**src/rtl/booth_div_pkg.sv**
```systemverilog
// Shared types for the sequential signed divider: FSM state encoding and counter sizing.
// No logic; no latency or flow-control behaviour of its own.
package booth_div_pkg;

    typedef enum logic [1:0] {
        IDLE = 2'd0,
        ITER = 2'd1,
        FIX  = 2'd2
    } state_t;

    localparam int DEF_W = 4;

    // Iteration counter must hold the value W itself, hence W+1 codes.
    function automatic int cnt_width(input int w);
        return $clog2(w + 1);
    endfunction

endpackage

```
**src/rtl/nonrestoring_div_step.sv**
```systemverilog
// One non-restoring division step on magnitudes: shift {acc,qm} left, then add or subtract the divisor.
// Purely combinational; zero latency, no flow control.
module nonrestoring_div_step
    import booth_div_pkg::*;
#(
    parameter int W = DEF_W
) (
    input  logic [W:0]   acc,
    input  logic [W-1:0] qm,
    input  logic [W-1:0] divisor,
    output logic [W:0]   acc_next,
    output logic [W-1:0] qm_next
);

    logic [W:0] acc_sh;

    always_comb begin
        acc_sh = {acc[W-1:0], qm[W-1]};
        // The pre-shift sign of the partial remainder picks subtract vs add.
        if (acc[W]) begin
            acc_next = acc_sh + {1'b0, divisor};
        end else begin
            acc_next = acc_sh - {1'b0, divisor};
        end
        qm_next = {qm[W-2:0], ~acc_next[W]};
    end

endmodule

```
**src/rtl/booth_seq_divider.sv**
```systemverilog
// Sequential signed divider (truncating toward zero), one quotient bit per clock on operand magnitudes.
// Latency W+1 cycles from accepted load to done (1 cycle for divide-by-zero); load ignored while busy, no queueing.
module booth_seq_divider
    import booth_div_pkg::*;
#(
    parameter int W = DEF_W
) (
    input  logic         clk,
    input  logic         reset,
    input  logic         load,
    input  logic [W-1:0] N,
    input  logic [W-1:0] D,
    output logic [W-1:0] Q,
    output logic [W-1:0] R,
    output logic         busy,
    output logic         done,
    output logic         dbz,
    output logic         ovf
);

    localparam int CNT_W = cnt_width(W);

    state_t             state;
    logic [CNT_W-1:0]   count;
    logic [W:0]         acc;
    logic [W-1:0]       qm;
    logic [W-1:0]       mag_d;
    logic               sign_n;
    logic               sign_d;
    logic               ovf_pend;

    logic [W:0]         acc_next;
    logic [W-1:0]       qm_next;
    logic [W-1:0]       mag_n_in;
    logic [W-1:0]       mag_d_in;
    logic               ovf_in;
    logic [W-1:0]       r_mag;
    logic [W-1:0]       q_fix;
    logic [W-1:0]       r_fix;

    nonrestoring_div_step #(.W(W)) u_step (
        .acc      (acc),
        .qm       (qm),
        .divisor  (mag_d),
        .acc_next (acc_next),
        .qm_next  (qm_next)
    );

    always_comb begin
        // -2^(W-1) negates to itself, which reads correctly as an unsigned magnitude.
        mag_n_in = N[W-1] ? -N : N;
        mag_d_in = D[W-1] ? -D : D;
        ovf_in   = (N == {1'b1, {(W-1){1'b0}}}) && (D == '1);
        r_mag    = acc[W] ? (acc[W-1:0] + mag_d) : acc[W-1:0];
        q_fix    = (sign_n ^ sign_d) ? -qm : qm;
        r_fix    = sign_n ? -r_mag : r_mag;
    end

    always_ff @(posedge clk) begin
        if (reset) begin
            state    <= IDLE;
            count    <= '0;
            acc      <= '0;
            qm       <= '0;
            mag_d    <= '0;
            sign_n   <= 1'b0;
            sign_d   <= 1'b0;
            ovf_pend <= 1'b0;
            Q        <= '0;
            R        <= '0;
            busy     <= 1'b0;
            done     <= 1'b0;
            dbz      <= 1'b0;
            ovf      <= 1'b0;
        end else begin
            done <= 1'b0;
            case (state)
                IDLE: begin
                    if (load) begin
                        if (D == '0) begin
                            Q    <= '1;
                            R    <= N;
                            dbz  <= 1'b1;
                            ovf  <= 1'b0;
                            done <= 1'b1;
                        end else begin
                            qm       <= mag_n_in;
                            mag_d    <= mag_d_in;
                            sign_n   <= N[W-1];
                            sign_d   <= D[W-1];
                            ovf_pend <= ovf_in;
                            acc      <= '0;
                            count    <= CNT_W'(W);
                            busy     <= 1'b1;
                            state    <= ITER;
                        end
                    end
                end
                ITER: begin
                    acc   <= acc_next;
                    qm    <= qm_next;
                    count <= count - CNT_W'(1);
                    if (count == CNT_W'(1)) begin
                        state <= FIX;
                    end
                end
                FIX: begin
                    Q     <= q_fix;
                    R     <= r_fix;
                    ovf   <= ovf_pend;
                    dbz   <= 1'b0;
                    done  <= 1'b1;
                    busy  <= 1'b0;
                    state <= IDLE;
                end
                default: state <= IDLE;
            endcase
        end
    end

endmodule

```
**config.mk**
```make
export PLATFORM = sky130hd
export DESIGN_NAME = booth_seq_divider
export DESIGN_NICKNAME = d
export VERILOG_FILES = /design/src/rtl/booth_div_pkg.sv /design/src/rtl/nonrestoring_div_step.sv /design/src/rtl/booth_seq_divider.sv
export SDC_FILE = /design/constraint.sdc
export NUM_CORES = 1
export LEC_CHECK = 0
export ABC_AREA = 1
export BUFFER_PORTS_ARGS = -buffer_cell sky130_fd_sc_hd__clkbuf_2
export CORE_UTILIZATION = 50
export CTS_BUF_LIST = sky130_fd_sc_hd__clkbuf_4 sky130_fd_sc_hd__clkbuf_8
export CTS_CLUSTER_SIZE = 30
export DETAILED_ROUTE_END_ITERATION = 6
export PLACE_DENSITY = 0.75
export SLEW_MARGIN = 15
export SYNTH_ARGS = -nofsm -noshare
export SYNTH_HDL_FRONTEND = slang
export SYNTH_SLANG_ARGS = --single-unit
```
**constraint.sdc**
```tcl
create_clock -name clk -period 5.4 [get_ports clk]
set_clock_uncertainty 0.1 [all_clocks]
set_input_delay 1.35 -clock clk [delete_from_list [all_inputs] [get_ports clk]]
set_output_delay 1.35 -clock clk [all_outputs]
set_load 0.01 [all_outputs]
```
==> flow_summary.ini <==
[sta]
hold_viol = 0
setup_slack_ps = 2950
post-route-period-util_pct = 45.3
finalSetupViolCount = 0
finalSetupTns_ps = 0
worst_pin_slew_ps = 441
fin_crit_ps = 2450
slew_viol_final = 0
max_freq_mhz = 409
relSlewSlack_pct = 70.6
rsz0062_at_grt = no

[placed_design]
post-place-ws_ps = 2640
hpwl_mm = 3.46
gp_congestion = 0.832
place_area_um2 = 2190
port_buffers = 22
placed_cells = 348

[die]
fp.dieW_um = 65.9
coreArea_um2 = 3800
die_h_um = 65.9
num_rows = 22
initial_core_util_pct = 53.7
die_area_um2 = 4340
pin_count = 23

[cts]
cts_hold_buffers = 0
cts_tree = done
postCtsSetupBuffers = 0
cts_made_buffers = 5
clock_latency_ps = 290
cts_root_buffer = clkbuf_8
cts_resized = 0
clockBufferDepth = 2
clk_pin_slew_ps = 70
clock-sinks = 33
h-tree-depth = 2

[layout]
fin_cells = 356
final_nets = 335
diodes = 0
syn2layout_area_growth_pct = 13.1
final_cell_area_um2 = 2310
fillCellCount = 346
drive_above_1_share_pct = 17.5

[pwr]
combPwrFrac_pct = 38.0
swShare_pct = 38.6
p_int_uw = 579
seqPwrFrac_pct = 35.6
peakVddDrop_mv = 0.253
power.density_nw_per_um2 = 409
total_power_uw = 943
p_clk_share_pct = 26.5
p_switching_uw = 364
leakagePower_uw = 0.00111

[setup_path]
arrival_ps = 2540
crit_top_cell = nand2_1
required_ps = 5500
cp_max_fo = 9
rrSetupSlack_ps = 2990
path_class = input port to flop
start_kind = input port
slowest_stage = ha_1
critPathMaxStageDelay_ps = 190
crit_path_cell_trace = clkbuf_2, inv_1, ha_1, nand3_2, nor2_1, nand2_2, nand2_2, inv_2, nand2_1, nand2_1, nand2_1, inv_1
critPathCaptureType = flop

[synthesis]
synth_flop_cell = dfxtp_1
synthArstFlopShare_pct = 0
synth_edf_count = 0
yosys.cell_types.count = 38
ys_seq_area_share_pct = 32.4
ys_seq_elements = 33
syn_area_um2 = 2040
syn_inst = 282
yosysWarningCount = 0
synth_nets = 310
synth.avg_cell_area_um2 = 7.23

[run]
drv_cap = 0

[global_route]
grt_pass1_wl_mm = 7.95
grt_pass1_vias = 1835
grt_usage_pct = 24.2
overflow = 0
antenna_found_initial = 0
grt_max_degree = 20

[drt]
postRouteAntennaNets = 0
drc = 0
drt_iter0_drc = 109
drt_pre_antenna_iters = 4
wl_mm = 4.54
dr_total_vias = 1870
wl_per_cell_um = 12.8
via_per_inst = 5.25

[status]
status = completed

[min_path]
hold_path_class = flop to flop
layout make-up:
| class | instances | area (um2) | area share [%] |
|---|---|---|---|
| clock inverters | 1 | 30.0 | 1.30 |
| inverters | 52 | 200 | 8.68 |
| clock buffers | 7 | 90.1 | 3.91 |
| repair buffers | 22 | 110 | 4.77 |
| multi-input cells | 193 | 1150 | 50.1 |
| well taps | 48 | 60.1 | 2.60 |
| flip-flops and latches | 33 | 661 | 28.6 |
worst max-delay path, delay by kind of cell:
family,cells,cell delay (ps)
and+or+nand+nor,7,660
adders and majority gates,1,190
buffers and inverters,4,320
synth_stat cells (3+ instances only):
cell | instances | area, um2
o21ai_1 | 14 | 70.1
nand3_1 | 12 | 60.1
inv_2 | 7 | 26.3
nand2_1 | 63 | 236
a31oi_1 | 4 | 25.0
inv_1 | 43 | 161
nor2_4 | 3 | 33.8
ha_1 | 15 | 188
dfxtp_1 | 33 | 661
xor2_1 | 5 | 43.8
a21oi_1 | 25 | 125
o21ai_0 | 11 | 55.1
nand2_2 | 3 | 18.8
nor2_1 | 14 | 52.6
through the flow:
step                      hold slack (ps)  util [%]
after floorplan                       344         -
after global placement                361      57.5
after detailed placement              359      57.5
after CTS                             370      60.7
after global routing                  404      60.7
final                                 369      60.7
placed cells by master (no fill, tap or decap), drive strengths merged:
master  synthesis  layout
a211oi          1       1
a21oi          28      28
a31oi           4       4
a32oi           1       1
bufinv          0       1
clkbuf          2      29
dfxtp          33      33
fa              2       2
ha             15      15
inv            52      52
nand2          67      67
nand3          13      13
nand3b          1       1
nand4           2       2
nor2           18      18
nor3            1       1
o211ai          1       1
o21a            1       1
o21ai          25      25
o221ai          1       1
o31ai           1       1
o32ai           2       2
or2             2       2
xnor2           2       2
xor2            5       5
logic make-up (layout without fill, tap and decap cells):
| group | Yosys count | after routing | share of synthesized area [%] |
|---|---|---|---|
| simple gates | 104 | 104 | 23.9 |
| compound gates | 65 | 65 | 18.6 |
| buf+inv | 56 | 82 | 11.0 |
| flops | 33 | 33 | 32.4 |
| fa+ha+maj | 17 | 17 | 11.2 |
| xor+xnor | 7 | 7 | 3.01 |
layer usage:
layer | share of wire, % | vias to the layer above | wire length (um) | GRT usage, %
li1 | - | 968 | - | -
met1 | 48 | 862 | 2200 | 30.0
met2 | 47 | 29 | 2120 | 38.9
met3 | 2.7 | 11 | 122 | 5.52
met4 | 2.1 | 0 | 96 | 12.2
met5 | 0 | - | 0 | 0
state kept, by name (all words and copies together) (netlist names):
name      count
state         2
R             4
busy          1
ovf           1
sign_n        1
count         3
sign_d        1
qm            4
mag_d         4
dbz           1
done          1
acc           5
Q             4
ovf_pend      1
final timing paths:
path,start,to,cells after the start
max,D[0],dbz,12
min,ovf,ovf,2
max reg2reg,mag_d[1],qm[0],14
min reg2reg,ovf,ovf,2
power groups by stage:
stage	combinational [uW]	clock, uW	sequential (uW)
after floorplan	283	0	329
final	358	250	335
after global placement	349	0	339
after global routing	414	262	342
after detailed placement	358	0	340
after CTS	359	250	334
Power figures use the tool's default switching activity.
